<file path="src/rtl/rtf65002_pkg.sv">
// Shared rtf65002 definitions: instruction-cache fill states and line geometry.
package rtf65002_pkg;

    typedef enum logic [1:0] {
        IDLE   = 2'd0,
        LOOK   = 2'd1,
        FETCH  = 2'd2,
        SETTLE = 2'd3
    } ifill_state_t;

    localparam int LINE_BYTES    = 16;
    localparam int BEATS         = 4;
    localparam int BEAT_W        = $clog2(BEATS);
    localparam int LINE_W        = 32 - $clog2(LINE_BYTES);
    localparam int SETTLE_CYCLES = 2;
    localparam int SETTLE_W      = $clog2(SETTLE_CYCLES);

    // Line number of (pc + 8): adding 8 carries into the line field exactly when pc[3] is set.
    function automatic logic [LINE_W-1:0] next_line(input logic [LINE_W-1:0] line,
                                                    input logic half);
        return line + {{(LINE_W-1){1'b0}}, half};
    endfunction

endpackage

</file>
<file path="src/rtl/rtf65002_icachefill.sv">
// Instruction-cache miss handler: checks the pc and pc+8 lines, then bursts a 16-byte
// line from the bus into the cache with round-robin way selection.
module rtf65002_icachefill
    import rtf65002_pkg::*;
(
    input  logic        clk_i,
    input  logic        rst_i,
    input  logic        en_i,
    input  logic [31:0] pc_i,
    input  logic        hit0_i,
    input  logic        hit1_i,
    output logic        cyc_o,
    output logic        stb_o,
    input  logic        ack_i,
    input  logic        err_i,
    output logic [33:0] badr_o,
    input  logic [31:0] dat_i,
    output logic        wr_o,
    output logic        whichwr_o,
    output logic [33:0] adr_o,
    output logic [31:0] dat_o,
    output logic        busy_o,
    output logic        err_o
);

    ifill_state_t          state;
    ifill_state_t          state_nx;
    logic [31:0]           lpc;
    logic [LINE_W-1:0]     line;
    logic [BEAT_W-1:0]     beat;
    logic                  way;
    logic [SETTLE_W-1:0]   settle_cnt;
    logic                  last_beat;
    logic                  settle_done;
    logic                  unused_lpc_lsbs;

    assign last_beat       = (beat == BEAT_W'(BEATS - 1));
    assign settle_done     = (settle_cnt == SETTLE_W'(SETTLE_CYCLES - 1));
    assign whichwr_o       = way;
    assign unused_lpc_lsbs = ^lpc[2:0];

    always_ff @(posedge clk_i) begin
        if (rst_i) begin
            state      <= IDLE;
            beat       <= '0;
            way        <= 1'b0;
            settle_cnt <= '0;
            err_o      <= 1'b0;
        end else begin
            state <= state_nx;
            err_o <= (state == FETCH) && err_i;
            case (state)
                IDLE: begin
                    if (en_i)
                        lpc <= pc_i;
                end
                LOOK: begin
                    beat <= '0;
                    if (!hit0_i)
                        line <= lpc[31:4];
                    else if (!hit1_i)
                        line <= next_line(lpc[31:4], lpc[3]);
                end
                FETCH: begin
                    settle_cnt <= '0;
                    // A bus error wins over a simultaneous ack; the way is only advanced by a complete line.
                    if (err_i) begin
                        beat <= '0;
                    end else if (ack_i) begin
                        beat <= beat + 1'b1;
                        if (last_beat)
                            way <= ~way;
                    end
                end
                SETTLE: begin
                    settle_cnt <= settle_cnt + 1'b1;
                    if (settle_done) begin
                        settle_cnt <= '0;
                        lpc        <= pc_i;
                    end
                end
                default: ;
            endcase
        end
    end

    always_comb begin
        state_nx = state;
        cyc_o    = 1'b0;
        stb_o    = 1'b0;
        wr_o     = 1'b0;
        badr_o   = '0;
        adr_o    = '0;
        dat_o    = '0;
        busy_o   = (state != IDLE);
        case (state)
            IDLE: begin
                if (en_i)
                    state_nx = LOOK;
            end
            LOOK: begin
                // Both lines missing: the pc line goes first, pc+8 is caught on the next pass.
                if (!hit0_i || !hit1_i)
                    state_nx = FETCH;
                else
                    state_nx = IDLE;
            end
            FETCH: begin
                cyc_o  = 1'b1;
                stb_o  = 1'b1;
                badr_o = {2'b00, line, beat, 2'b00};
                if (err_i) begin
                    state_nx = IDLE;
                end else if (ack_i) begin
                    wr_o  = 1'b1;
                    // Bit 0 doubles as the tag valid bit; tag RAMs only latch on the last beat.
                    adr_o = {badr_o[33:1], last_beat};
                    dat_o = dat_i;
                    if (last_beat)
                        state_nx = SETTLE;
                end
            end
            SETTLE: begin
                if (settle_done)
                    state_nx = LOOK;
            end
            default: state_nx = IDLE;
        endcase
    end

endmodule

</file>
<file path="config.mk">
export PLATFORM = sky130hd
export DESIGN_NAME = rtf65002_icachefill
export DESIGN_NICKNAME = d
export VERILOG_FILES = /design/src/rtl/rtf65002_pkg.sv /design/src/rtl/rtf65002_icachefill.sv
export SDC_FILE = /design/constraint.sdc
export NUM_CORES = 1
export LEC_CHECK = 0
export CORE_ASPECT_RATIO = 1.4
export CORE_MARGIN = 2
export CORE_UTILIZATION = 43
export DETAILED_ROUTE_END_ITERATION = 10
export PLACE_DENSITY = 0.86
export SLEW_MARGIN = 15
export SYNTH_ARGS = -nofsm -noshare
export SYNTH_HDL_FRONTEND = slang
export SYNTH_SLANG_ARGS = --single-unit
</file>
<file path="constraint.sdc">
create_clock -name clk_i -period 9.3 [get_ports clk_i]
set_input_delay 1.395 -clock clk_i [delete_from_list [all_inputs] [get_ports clk_i]]
set_output_delay 1.395 -clock clk_i [all_outputs]
set_load 0.02 [all_outputs]
</file>
==> impl_metrics.toml, run 1 <==
[floorplan]
fp.dieW_um = 79.4
io_pins = 177
start_util_pct = 44.2
die_y_um = 110
die-area_mm2 = 0.00871
num_rows = 38
core_area_mm2 = 0.00775

[clock_tree]
clk_latency_ns = 0.33
cts_tree = "built"
cts_resized = 0
cts_made_buffers = 9
ctsRootBufferMaster = "clkbuf_8"
htreeDepth = 3
cts.sinks = 64
cts_hold_buf = 0
clk_pin_slew_ns = 0.06
post_cts_buffers = 0
cts_buffer_depth = 2

[sta]
period_share_pct = 53.7
fmax_mhz = 200
period_needed_ns = 5.00
fin_skew_ns = 0.00449
setup_viol = 0
rsz0062_at_grt = "false"
finalSetupTns_ns = 0
slew_headroom_pct = 29.6
worst_slew_pin_slew_ns = 1.06
final-hold-violation-count = 0
report.final.slew_viol_count = 0

[grt]
grt_start_max_net_pins = 54
grt_usage_pct = 19.0
grt.busiest_layer = "met2"
antenna_found_initial = 0
use_met2_pct = 37.8
met1_usage_pct = 16.6
gr-total-overflow = 0
first_global_vias = 2716
grt_pass1_wl_um = 12500
use_met3_pct = 6.49

[cells_and_area]
finish.utilization_pct = 68.5
final_nets = 549
diodes = 0
drive_above_1_share_pct = 5.25
synthToLayoutAreaGrowth_pct = 55.0

[routing]
dr.pass1.iters = 4
wl_per_cell_um = 14.7
drc = 0
first_iter_violations = 111
vias = 2762
drt_wl_total_um = 8470
viasPerCell = 4.80
ant_nets = 0

[logic_synthesis]
ys_seq_area_share_pct = 54.1
synth_top_area_share_pct = 50.0
synth_area_per_cell_um2 = 11.2
synth_top_cell_by_area = "edfxtp_1"
synth_ff_type = "edfxtp_1"
synthArstFlopShare_pct = 0
synth_area_leaders = "edfxtp_1 50%, and2_1 17%, xor2_1 4.3%"
syn_inst = 306
ys_warn_count = 0
synth_edf_count = 57
ys_types = 37
synth_area_mm2 = 0.00343
ys_seq_elements = 64

[placed_design]
port_buffers = 166
gp_congestion = 0.902
dpl.hpwl_um = 6920

[min_path]
min_path_type = "reg2reg"

[job]
max_cap_viol_count = 0

[setup_path]
crit_type = "in2out"
worstPathArrival_ns = 3.60
crit_required_ns = 7.91
crit_path_start_kind = "primary input"
cp-end-kind = "output pin"
crit_path_max_fanout = 53

[power_and_ir_drop]
power_density_mw_per_mm2 = 122
power_uw = 649
max-vdd-ir-drop_v = 0.000100
leakage_nw = 1.90

[status]
status = "complete, no violations"
[metrics by stage]
step	instances	setup slack (ns)	hold WS, ns	area, µm²
global route	576	4.12	0.549	5310
finish	576	4.30	0.512	5310
detailed placement	560	4.30	0.504	5150
floorplan	312	5.21	0.479	3450
global placement	560	4.35	0.498	5150
CTS	576	4.30	0.514	5310
[worst paths after layout]
check	slack, ns	from	to	cells after the start
hold reg to reg	0.51	state[1]	state[1]	2
setup reg to reg	6.52	state[0]	whichwr_o	7
hold / removal	0.51	state[1]	state[1]	2
setup / recovery	4.30	err_i	adr_o[0]	5
[sequential cells by signal (all words and copies together), names as in the netlist]
name,cells
beat,2
err_o,1
line,28
lpc,29
settle_cnt,1
state,2
whichwr_o,1
[area by class of cell]
| cell class | count | area (µm²) |
|---|---|---|
| Fill cell | 565 | 2440 |
| Clock buffer | 15 | 156 |
| Clock inverter | 1 | 3.75 |
| Sequential cell | 64 | 1850 |
| Multi-Input combinational cell | 219 | 1460 |
| Timing Repair Buffer | 169 | 1680 |
| Inverter | 8 | 30.0 |
| Tap cell | 100 | 125 |
[critical path: stages]
cell and delay, ns:
clkdlybuf4s50_1 0.47, and3b_1 0.47, buf_4 0.42, and2_1 0.22
clkdlybuf4s50_1 0.62
[cell usage in the layout (no fill, tap or decap), drive strengths merged, types with 3 or more instances in the layout]
cell type	count
and2	93
and3	3
buf	3
clkbuf	15
clkdlybuf4s50	166
conb	7
dfxtp	7
edfxtp	57
ha	7
inv	8
nand2	18
nand3	4
nand4	11
nor2	12
nor3	10
nor4	5
xnor2	10
xor2	17
[power by group]
group,switching (mW),internal (mW),total (mW)
clock network,0.0887,0.104,0.192
logic,0.0457,0.0514,0.0971
registers,0.0173,0.342,0.360
[cell usage after synthesis, drive strengths merged, types with 3 or more instances]
cell type  number
inv             8
nor4            5
clkbuf         12
edfxtp         57
nand3           4
nand2          18
nor3           10
buf             9
ha              7
nor2           12
nand4          11
xor2           17
and3            3
dfxtp           7
xnor2          10
and2           93
[per-layer routing]
metal | vias to the layer above | wire (µm)
met5 | - | 0
met4 | 0 | 180
met3 | 15 | 792
met2 | 141 | 4740
met1 | 1245 | 2750
li1 | 1361 | -
[cells by family after synthesis]
kind of cell | Yosys count | synth area share, %
AOI/OAI and AO/OA | 9 | 1.83
xor gates and xnor gates | 27 | 6.90
adders and majority gates | 7 | 2.56
buffers and inverters | 29 | 4.27
DFF | 64 | 54.1
muxes | 3 | 0.950
other | 1 | 0.109
and+or+nand+nor | 166 | 29.3
Note: power is estimated with default switching activity, not from simulation.
==> run 2, diff against run 1 <==
- CORE_UTILIZATION: 43 -> 40
- PLACE_DENSITY: 0.86 -> 0.81
- clock period: 9.3 -> 4.65 ns (I/O delays scaled with it)
==> run 2 against run 1 <==
Compared with the run above:
- worst hold slack gained 0.0047 ns
- sequential cell count is the same
- final area grew 2.0%
- clock-buffer cell count shrank 1
- sequential power grew 100%
- final cell count grew 0.35%
- first-iteration DRC count grew 29%
- non-clock buffer count is the same
- largest cell class unchanged
- sequential share of layout area shrank 0.68 points
- power grew 130%
- worst setup slack lost 3.5 ns
- largest power group unchanged
==> impl_metrics.toml, run 2 (synthesized netlist as in run 1, its figures left out) <==
[status]
status = "complete, no violations"

[cells_and_area]
final_area_mm2 = 0.00541
fill_cells = 647
synthToLayoutAreaGrowth_pct = 58.0
seq_area_mm2 = 0.00185
drive_above_1_share_pct = 5.46
final_nets = 549
final_common_cell = "clkdlybuf4s50_1"
multi_input_area_mm2 = 0.00146
top_regs = "lpc x29, line x28"
largest_register_ffs = 29
regMostFlops = "lpc"
final_cell_mix = "166 x clkdlybuf4s50_1, 93 x and2_1, 57 x edfxtp_1"
diodes = 0
finish.utilization_pct = 65.7

[floorplan]
fp.dieW_um = 82.2
num_rows = 39
core_area_mm2 = 0.00825
die_y_um = 114
start_util_pct = 41.5
die-area_mm2 = 0.00933
io_pins = 177

[setup_path]
crit_path_max_fanout = 66
cp-end-kind = "output pin"
critPathMaxStageDelay_ns = 0.84
worstPathArrival_ns = 3.15
worstReg2RegEnd = "whichwr_o"
crit_chain = "inv_1 -> ha_1 -> and3b_1 -> buf_4 -> and2_1 -> clkdlybuf4s50_1"
r2r-start = "state[0]"
reg2reg_depth = 7
crit_required_ns = 3.95
crit_path_start_kind = "flip-flop"
crit_type = "reg2out"
critPathSlowestCell = "ha_1"
regToRegSetupSlack_ns = 2.14

[grt]
grt_start_max_net_pins = 67
grt_pass1_wl_um = 12000
gr-total-overflow = 0
grt_usage_pct = 17.2
first_global_vias = 2595
antenna_found_initial = 0

[placed_design]
place_area_mm2 = 0.00515
dpl.hpwl_um = 6590
dp_worst_setup_slack_ns = 1.10
port_buffers = 166
gp_congestion = 0.814

[sta]
fmax_mhz = 260
period_share_pct = 82.6
finalSetupTns_ns = 0
final-hold-violation-count = 0
setup_viol = 0
holdWs_ns = 0.517
fin_skew_ns = 0.00600
rsz0062_at_grt = "false"
report.final.slew_viol_count = 0
period_needed_ns = 3.84
fin_ws_ns = 0.807
worst_slew_pin_slew_ns = 1.03
slew_headroom_pct = 31.3

[routing]
ant_nets = 0
drt_wl_total_um = 8170
first_iter_violations = 143
wl_per_cell_um = 14.1
dr.pass1.iters = 4
drc = 0
viasPerCell = 4.79
vias = 2769

[clock_tree]
htreeDepth = 3
cts_buffer_depth = 2
post_cts_buffers = 0
cts_made_buffers = 9
clk_pin_slew_ns = 0.05
ctsRootBufferMaster = "clkbuf_16"
cts_tree = "built"
clk_latency_ns = 0.32
cts.sinks = 64
cts_resized = 0
cts_hold_buf = 0

[min_path]
min_path_type = "reg2reg"
hold_start = "state[1]"
hold-path-endpoint = "state[1]"
hold_depth = 2

[job]
max_cap_viol_count = 0

[power_and_ir_drop]
max-vdd-ir-drop_v = 0.000201
power_density_mw_per_mm2 = 275
leakage_nw = 1.95
run 2: cell count changes in the layout (fill, tap and decap cells not counted):
cell	previous run	this run
clkinv_2	0	1
clkbuf_8	10	1
clkbuf_1	5	4
clkbuf_16	0	9
run 2: worst max-delay path, delay by kind of cell (launching register included):
kind	cells	cell delay, ns
buffers and inverters	3	1.12
adder cells (fa/ha/maj)	1	0.84
AND/OR/NAND/NOR	2	0.54
flip-flops	1	0.34
run 2: power by group:
part / internal (mW) / switching, mW / leakage (nW)
combinational: 0.103 / 0.0916 / 1.23
clock: 0.372 / 0.205 / 0.128
sequential: 0.686 / 0.0345 / 0.584
total: 1.16 / 0.331 / 1.95
run 2: layout make-up:
type | instances | area share [%]
Clock buffer | 14 | 4.69
Clock inverter | 2 | 0.162
Inverter | 8 | 0.555
Multi-Input combinational cell | 219 | 26.9
Sequential cell | 64 | 34.2
Tap cell | 102 | 2.36
Timing Repair Buffer | 169 | 31.1
run 2: metal layers:
layer	global-route usage, %	part of all wire [%]	routed length (µm)	vias to the layer above
li1	-	-	-	1360
met1	16.7	34	2820	1261
met2	32.2	54	4380	132
met3	3.96	9.3	761	16
met4	9.11	2.6	213	0
met5	0	0	0	-
run 2: worst max-delay path by stage:
stage                     startpoint  endpoint  slack (ns)  depth (start not counted)
after global placement      state[0]  adr_o[0]        1.17                          6
after global routing        state[0]  adr_o[0]        0.56                          6
final                       state[0]  adr_o[0]        0.81                          6
after detailed placement    state[0]  adr_o[0]        1.10                          6
after floorplan                rst_i   lpc[10]        1.26                          2
after CTS                   state[0]  adr_o[0]        0.74                          6
run 2: per-stage QoR:
step / cells / total power, mW
final: 578 / 1.49
after global routing: 578 / 1.56
after CTS: 578 / 1.51
after detailed placement: 562 / 0.927
after global placement: 562 / 0.919
after floorplan: 312 / 0.822
